### src/rtl/masked_sbox_pkg.sv
// GF(2^8) arithmetic, AES affine matrices, randomness slicing and pipeline
// stage records shared by the masked S-box datapath.
package masked_sbox_pkg;

  localparam logic [7:0] AINV_CONST = 8'h05;
  localparam logic [7:0] AFF_CONST  = 8'h63;
  localparam logic [8:0] GF_POLY    = 9'h11B;

  // PRNG slices: [3:0] delta level 1, [6:4] delta levels 2-3, r, b
  localparam int RND_DELTA_L1 = 0;
  localparam int RND_DELTA_L2 = 4;
  localparam int RND_R_LSB    = 7;
  localparam int RND_B_LSB    = 15;

  // Linear parts of the affine maps; output bit i = parity(x & ROWS[i])
  localparam logic [7:0] AINV_ROWS [0:7] = '{8'hA4, 8'h49, 8'h92, 8'h25, 8'h4A, 8'h94, 8'h29, 8'h52};
  localparam logic [7:0] AFF_ROWS  [0:7] = '{8'hF1, 8'hE3, 8'hC7, 8'h8F, 8'h1F, 8'h3E, 8'h7C, 8'hF8};

  function automatic logic [7:0] ainv_lin(input logic [7:0] x);
    logic [7:0] y;
    for (int i = 0; i < 8; i++) y[i] = ^(x & AINV_ROWS[i]);
    return y;
  endfunction

  function automatic logic [7:0] a_lin(input logic [7:0] x);
    logic [7:0] y;
    for (int i = 0; i < 8; i++) y[i] = ^(x & AFF_ROWS[i]);
    return y;
  endfunction

  function automatic logic [7:0] gf_mul(input logic [7:0] a, input logic [7:0] b);
    logic [7:0] acc;
    logic [7:0] sh;
    acc = 8'h00;
    sh  = a;
    for (int i = 0; i < 8; i++) begin
      if (b[i]) acc = acc ^ sh;
      sh = sh[7] ? ({sh[6:0], 1'b0} ^ GF_POLY[7:0]) : {sh[6:0], 1'b0};
    end
    return acc;
  endfunction

  // x^254; maps 0 to 0
  function automatic logic [7:0] gf_inv(input logic [7:0] x);
    logic [7:0] sq;
    logic [7:0] acc;
    sq  = x;
    acc = 8'h01;
    for (int i = 1; i < 8; i++) begin
      sq  = gf_mul(sq, sq);
      acc = gf_mul(acc, sq);
    end
    return acc;
  endfunction

  // Domain-oriented AND of shared bits x=(x0,x1), y=(y0,y1); returns {z1, z0}
  function automatic logic [1:0] dom_and(input logic x0, input logic x1,
                                         input logic y0, input logic y1,
                                         input logic r);
    return {(x1 & y1) ^ ((x1 & y0) ^ r), (x0 & y0) ^ ((x0 & y1) ^ r)};
  endfunction

  typedef struct packed {
    logic       vld;
    logic       inv;
    logic [7:0] a0;
    logic [7:0] a1;
    logic [3:0] z0;
    logic [3:0] z1;
    logic [2:0] rd;
    logic [7:0] r;
    logic [7:0] b;
  } st1_t;

  typedef struct packed {
    logic       vld;
    logic       inv;
    logic [7:0] a0;
    logic [7:0] a1;
    logic [1:0] z0;
    logic [1:0] z1;
    logic       rd;
    logic [7:0] r;
    logic [7:0] b;
  } st2_t;

  typedef struct packed {
    logic       vld;
    logic       inv;
    logic [7:0] a0;
    logic [7:0] a1;
    logic       d0;
    logic       d1;
    logic [7:0] r;
    logic [7:0] b;
  } st3_t;

  typedef struct packed {
    logic       vld;
    logic       inv;
    logic [7:0] p0;
    logic [7:0] p1;
    logic       d0;
    logic       d1;
    logic [7:0] r;
    logic [7:0] b;
  } st4_t;

  typedef struct packed {
    logic       vld;
    logic       inv;
    logic [7:0] cb;
    logic [7:0] rb;
    logic       d0;
    logic       d1;
    logic [7:0] r;
  } st5_t;

  typedef struct packed {
    logic       vld;
    logic [7:0] s0;
    logic [7:0] s1;
  } st6_t;

endpackage

### src/rtl/gf256_mul.sv
// Combinational 8x8 multiplier in GF(2^8) over the AES polynomial.
module gf256_mul
  import masked_sbox_pkg::*;
(
  input  logic [7:0] a,
  input  logic [7:0] b,
  output logic [7:0] p
);

  assign p = gf_mul(a, b);

endmodule

### src/rtl/masked_inv_sbox.sv
// Two-share multiplicatively masked AES inverse S-box, 6-stage pipeline.
// Define MASKED_SBOX_BIDIR_EN to add the `inv` port and a forward S-box mode.
module masked_inv_sbox
  import masked_sbox_pkg::*;
#(
  parameter int RAND_W = 23
) (
  input  logic              clk,
  input  logic              rst,
  input  logic [RAND_W-1:0] PRNG,
  input  logic              in_valid,
  input  logic [15:0]       inp,
`ifdef MASKED_SBOX_BIDIR_EN
  input  logic              inv,
`endif
  output logic              out_valid,
  output logic [15:0]       SB_out
);

  st1_t st1_d, st1_q;
  st2_t st2_d, st2_q;
  st3_t st3_d, st3_q;
  st4_t st4_d, st4_q;
  st5_t st5_d, st5_q;
  st6_t st6_d, st6_q;

  logic       inv_in;
  logic [7:0] a0_in, a1_in, na0, na1;
  logic [7:0] y0, y1, r_eff;
  logic [7:0] p0_mul, p1_mul, rb_mul, rcb_mul;
  logic [7:0] o0, o1;

`ifdef MASKED_SBOX_BIDIR_EN
  assign inv_in = inv;
`else
  assign inv_in = 1'b1;
`endif

  // Share-wise affine: constant only on share 0; forward mode passes x through
  assign a0_in = inv_in ? (ainv_lin(inp[15:8]) ^ AINV_CONST) : inp[15:8];
  assign a1_in = inv_in ? ainv_lin(inp[7:0]) : inp[7:0];
  assign na0   = ~a0_in;
  assign na1   = a1_in;

  // a==0 is folded into bit 0 so the multiplicative mask never meets zero
  assign y0    = st3_q.a0 ^ {7'b0, st3_q.d0};
  assign y1    = st3_q.a1 ^ {7'b0, st3_q.d1};
  assign r_eff = (st3_q.r == 8'h00) ? 8'h01 : st3_q.r;

  gf256_mul u_mul_y0  (.a(y0),       .b(r_eff),     .p(p0_mul));
  gf256_mul u_mul_y1  (.a(y1),       .b(r_eff),     .p(p1_mul));
  gf256_mul u_mul_rb  (.a(st4_q.r),  .b(st4_q.b),   .p(rb_mul));
  gf256_mul u_mul_rcb (.a(st5_q.r),  .b(st5_q.cb),  .p(rcb_mul));

  assign o0 = st5_q.rb ^ {7'b0, st5_q.d0};
  assign o1 = rcb_mul  ^ {7'b0, st5_q.d1};

  always_comb begin
    // NOTE: each stage record is defaulted before any field is written, so no
    // path through this block can leave a bit unassigned and infer a latch.
    st1_d     = '0;
    st1_d.vld = in_valid;
    st1_d.inv = inv_in;
    st1_d.a0  = a0_in;
    st1_d.a1  = a1_in;
    for (int k = 0; k < 4; k++)
      {st1_d.z1[k], st1_d.z0[k]} = dom_and(na0[2*k], na1[2*k], na0[2*k+1], na1[2*k+1],
                                           PRNG[RND_DELTA_L1 + k]);
    st1_d.rd  = PRNG[RND_DELTA_L2 +: 3];
    st1_d.r   = PRNG[RND_R_LSB +: 8];
    st1_d.b   = PRNG[RND_B_LSB +: 8];

    st2_d     = '0;
    st2_d.vld = st1_q.vld;
    st2_d.inv = st1_q.inv;
    st2_d.a0  = st1_q.a0;
    st2_d.a1  = st1_q.a1;
    for (int k = 0; k < 2; k++)
      {st2_d.z1[k], st2_d.z0[k]} = dom_and(st1_q.z0[2*k], st1_q.z1[2*k],
                                           st1_q.z0[2*k+1], st1_q.z1[2*k+1], st1_q.rd[k]);
    st2_d.rd  = st1_q.rd[2];
    st2_d.r   = st1_q.r;
    st2_d.b   = st1_q.b;

    // Final AND of all complemented bits: d0^d1 = (a == 0)
    st3_d     = '0;
    st3_d.vld = st2_q.vld;
    st3_d.inv = st2_q.inv;
    st3_d.a0  = st2_q.a0;
    st3_d.a1  = st2_q.a1;
    {st3_d.d1, st3_d.d0} = dom_and(st2_q.z0[0], st2_q.z1[0], st2_q.z0[1], st2_q.z1[1], st2_q.rd);
    st3_d.r   = st2_q.r;
    st3_d.b   = st2_q.b;

    st4_d     = '0;
    st4_d.vld = st3_q.vld;
    st4_d.inv = st3_q.inv;
    st4_d.p0  = p0_mul;
    st4_d.p1  = p1_mul;
    st4_d.d0  = st3_q.d0;
    st4_d.d1  = st3_q.d1;
    st4_d.r   = r_eff;
    st4_d.b   = st3_q.b;

    // y*r is safe to unmask: the product is uniformly masked by r
    st5_d     = '0;
    st5_d.vld = st4_q.vld;
    st5_d.inv = st4_q.inv;
    st5_d.cb  = gf_inv(st4_q.p0 ^ st4_q.p1) ^ st4_q.b;
    st5_d.rb  = rb_mul;
    st5_d.d0  = st4_q.d0;
    st5_d.d1  = st4_q.d1;
    st5_d.r   = st4_q.r;

    st6_d     = '0;
    st6_d.vld = st5_q.vld;
    st6_d.s0  = st5_q.inv ? o0 : (a_lin(o0) ^ AFF_CONST);
    st6_d.s1  = st5_q.inv ? o1 : a_lin(o1);
  end

  // NOTE: every pipeline register is cleared on reset, so in-flight beats and
  // their masks are discarded and the outputs read zero at once.
  always_ff @(posedge clk or posedge rst) begin
    if (rst) begin
      st1_q <= '0;
      st2_q <= '0;
      st3_q <= '0;
      st4_q <= '0;
      st5_q <= '0;
      st6_q <= '0;
    end else begin
      // NOTE: non-blocking so every stage samples its predecessor's old value.
      st1_q <= st1_d;
      st2_q <= st2_d;
      st3_q <= st3_d;
      st4_q <= st4_d;
      st5_q <= st5_d;
      st6_q <= st6_d;
    end
  end

  assign out_valid = st6_q.vld;
  assign SB_out    = {st6_q.s0, st6_q.s1};

endmodule

### config.mk
export PLATFORM = sky130hd
export DESIGN_NAME = masked_inv_sbox
export DESIGN_NICKNAME = d
export VERILOG_FILES = /design/src/rtl/masked_sbox_pkg.sv /design/src/rtl/gf256_mul.sv /design/src/rtl/masked_inv_sbox.sv
export SDC_FILE = /design/constraint.sdc
export NUM_CORES = 1
export LEC_CHECK = 0
export ABC_CLOCK_PERIOD_IN_PS = 15900
export BUFFER_PORTS_ARGS = -buffer_cell sky130_fd_sc_hd__buf_2
export CAP_MARGIN = 20
export CORE_ASPECT_RATIO = 0.7
export CORE_UTILIZATION = 50
export DETAILED_ROUTE_END_ITERATION = 10
export PLACE_DENSITY_LB_ADDON = 0.1
export RECOVER_POWER = 25
export SYNTH_ARGS = -nofsm -noshare
export SYNTH_HDL_FRONTEND = slang
export SYNTH_SLANG_ARGS = --single-unit
export TNS_END_PERCENT = 100
### constraint.sdc
create_clock -name clk -period 15.9 [get_ports clk]
set_input_delay 3.18 -clock clk [delete_from_list [all_inputs] [get_ports clk]]
set_output_delay 3.18 -clock clk [all_outputs]
set_load 0.03 [all_outputs]
==> out/qor.csv <==
stage,metric,value,unit
drt,routed_wirelength,70600,µm
clock_network,cts_buffer_depth,3,
setup_path,critPathLaunchType,flop,
grt,antenna_found_initial,2,
final_layout,final_nets,3107,
setup_path,cp.arrival,15.46,ns
yosys,synth_flop_cell,dfrtp_1,
yosys,netlist_area,0.0255,mm²
grt,grt_pass1_vias,20200,
floorplanning,rows,68,
setup_path,slowest_delay,0.68,ns
grt,grt_pass1_wl,113000,µm
final_layout,fin_util,0.552,
clock_network,cts_tree,yes,
yosys,synthArstFlopShare,1.00,
drt,viasPerCell,5.84,
sta,rsz0062_at_grt,false,
floorplanning,initial_utilization,0.512,
clock_network,cts_made_buffers,20,
placed_design,placement.setup.worst_slack,0.515,ns
grt,overflow,0,
yosys,synth_top_cell_area_share,0.215,
sta,finalClockSkew,0.0222,ns
sta,relSlewSlack,0.105,
final_layout,multi_input_area,0.0197,mm²
placed_design,hpwlAfterDp,52300,µm
drt,wl_per_cell,18.9,µm
job,cap_violations,0,
sta,tightest_slew,1.34,ns
floorplanning,pin_count,59,
worst_hold_path,hold_path.class,flop to flop,
sta,hold_ws,0.339,ns
setup_path,cpMaxStageDelayCell,xnor3_2,
clock_network,cts_root_buf,clkbuf_16,
yosys,synth-seq-cells,201,
yosys,yosysWarnings,0,
drt,num_vias,21800,
placed_design,place.gp.congestion,0.951,
sta,fmax,66.4,MHz
floorplanning,die_h,191,µm
setup_path,crit_fanout,16,
setup_path,critPathKind,flop to flop,
setup_path,cp.required,16.29,ns
final_layout,drive_gt1_frac,0.110,
clock_network,clkLatencyLatePin,0.49,ns
drt,ant_nets,0,
drt,drc,0,
sta,finalCritPeriodShare,0.948,
clock_network,cts_hold_buf,0,
floorplanning,die_area,0.0520,mm²
status,outcome,finished clean,
sta,setup_slack,0.830,ns
grt,grt_usage,0.268,
sta,finalWorstPathRequiredPeriod,15.07,ns
yosys,synthTopCellsByArea,"xnor2_1 22%, dfrtp_1 20%, xor2_1 7.4%, xnor3_1 6.9%, nand2_1 6.6%",
setup_path,cp-end-kind,flop,
yosys,ys_seq_area_frac,0.197,
final_layout,final_cell_mix,"616 x xnor2_1, 450 x nand2_1, 316 x nor2_1",
clock_network,cts_sinks,201,
yosys,yosysUniqueCellTypes,108,
final_layout,syn_to_final_growth,7.77,%
yosys,syn_avg_cell_area,8.35,µm²
sta,hold_violations,0,
clock_network,htree_levels,1,
final_layout,final_common_cell,xnor2_1,
sta,setup_violations,0,
sta,timing.setup.tns,0,ns
sta,maxSlewViolCount,0,
setup_path,crit_path_frequent_cell,xnor2_1,
grt,grt_max_degree,152,
floorplanning,die_w,272,µm
yosys,synth_edf_count,0,
placed_design,portBuffers,58,
yosys,yosys.area.top_type,xnor2_1,
final_layout,fill_cells,4578,
drt,drt_iter0_markers,2008,
floorplanning,design.core.area,0.0499,mm²
yosys,syn_inst,3059,
drt,dr.pass1.iters,5,
yosys,syn-num-nets,3108,
final_layout,regArea,0.00503,mm²
clock_network,clk_pin_slew,0.07,ns
## sequential cells by signal (all words and copies together) (netlist names)
signal	count
st2_q	39
out_valid	1
st5_q	28
st3_q	36
SB_out	16
st1_q	45
st4_q	36
## cell usage after synthesis, types with 9 or more instances
master and number:
a21oi_1 130, xnor2_1 627, xnor2_2 37, mux2i_1 60, and2_1 14, nor2_1 317, and3_1 22, a211oi_1 17
nand2_1 450, xnor3_2 10, o221ai_1 11, a2111oi_0 11, buf_1 9, nand4_1 18, a31oi_1 20, o211ai_1 24
o21ai_1 20, dfrtp_1 201, xnor3_1 78, nor2b_1 16, nor4_1 9, buf_2 38, a22oi_1 30, nor3_1 50
xor3_1 14, or3_1 11, o21ai_0 103, inv_1 27, o32ai_1 11, o21a_1 10, nand2b_1 25, xor2_1 216
nand3_1 45, clkbuf_1 146, o22ai_1 34
## critical path: cells and delay by family, from the launching register on
kind	cells	cell delay (ns)
AOI/OAI and AO/OA	8	1.74
DFF	1	0.40
xor gates and xnor gates	29	9.94
adders and majority gates	1	0.41
and+or+nand+nor	5	0.90
muxes	2	0.56
buffers and inverters	4	0.98
## layout make-up
class / count / share of cell area
repair buffers: 179 / 0.0436
multi-input cells: 2623 / 0.714
flip-flops and latches: 201 / 0.183
clock buffers: 25 / 0.0204
inverters: 33 / 0.00477
well taps: 665 / 0.0302
clock inverters: 10 / 0.00368
diodes: 1 / 0.0000909
## per-stage QoR
step	cell area, µm²	std cells
2_1_floorplan	25500	3059
3_5_place_dp	26800	3697
3_3_place_gp	26800	3697
5_1_grt	27500	3737
6_report	27500	3737
4_1_cts	27400	3732
## path summary, 6_finish.rpt
| path | endpoint | slack [ns] | from | cells past startpoint |
|---|---|---|---|---|
| setup / recovery | st5_q[21] | 0.83 | st4_q[25] | 49 |
| hold / removal | st2_q[4] | 0.34 | st1_q[4] | 0 |
| setup reg to reg | st5_q[21] | 0.83 | st4_q[25] | 49 |
| hold reg to reg | st2_q[4] | 0.34 | st1_q[4] | 0 |
| max in group asynchronous | st5_q[9] | 11.80 | rst | 4 |
| min in group asynchronous | st1_q[11] | 2.62 | rst | 2 |
## metal layers
layer	routed length, µm	GRT usage
met2	29000	0.385
met3	5820	0.0317
met4	650	0.0292
met5	13	0
met1	35100	0.433
## logic make-up (layout without fill, tap and decap cells)
logic type                 count (synthesis)  after routing  synth area share
AOI/OAI and AO/OA                        530            530             0.140
xor gates and xnor gates                1001           1001             0.422
adders and majority gates                  7              7           0.00343
buffers and inverters                    235            247            0.0379
DFF                                      201            201             0.197
muxes                                     70             70            0.0284
other                                      1              2          0.000147
and+or+nand+nor                         1014           1014             0.171
## repair_timing
action                     4_1_cts  5_1_grt
setup buffers                    0        2
gates resized for setup          0       14
setup endpoints to repair        0        8
Power is left out: the tool's default activity adds up to more than one toggle a clock period on the data nets, which glitch-free logic cannot reach.
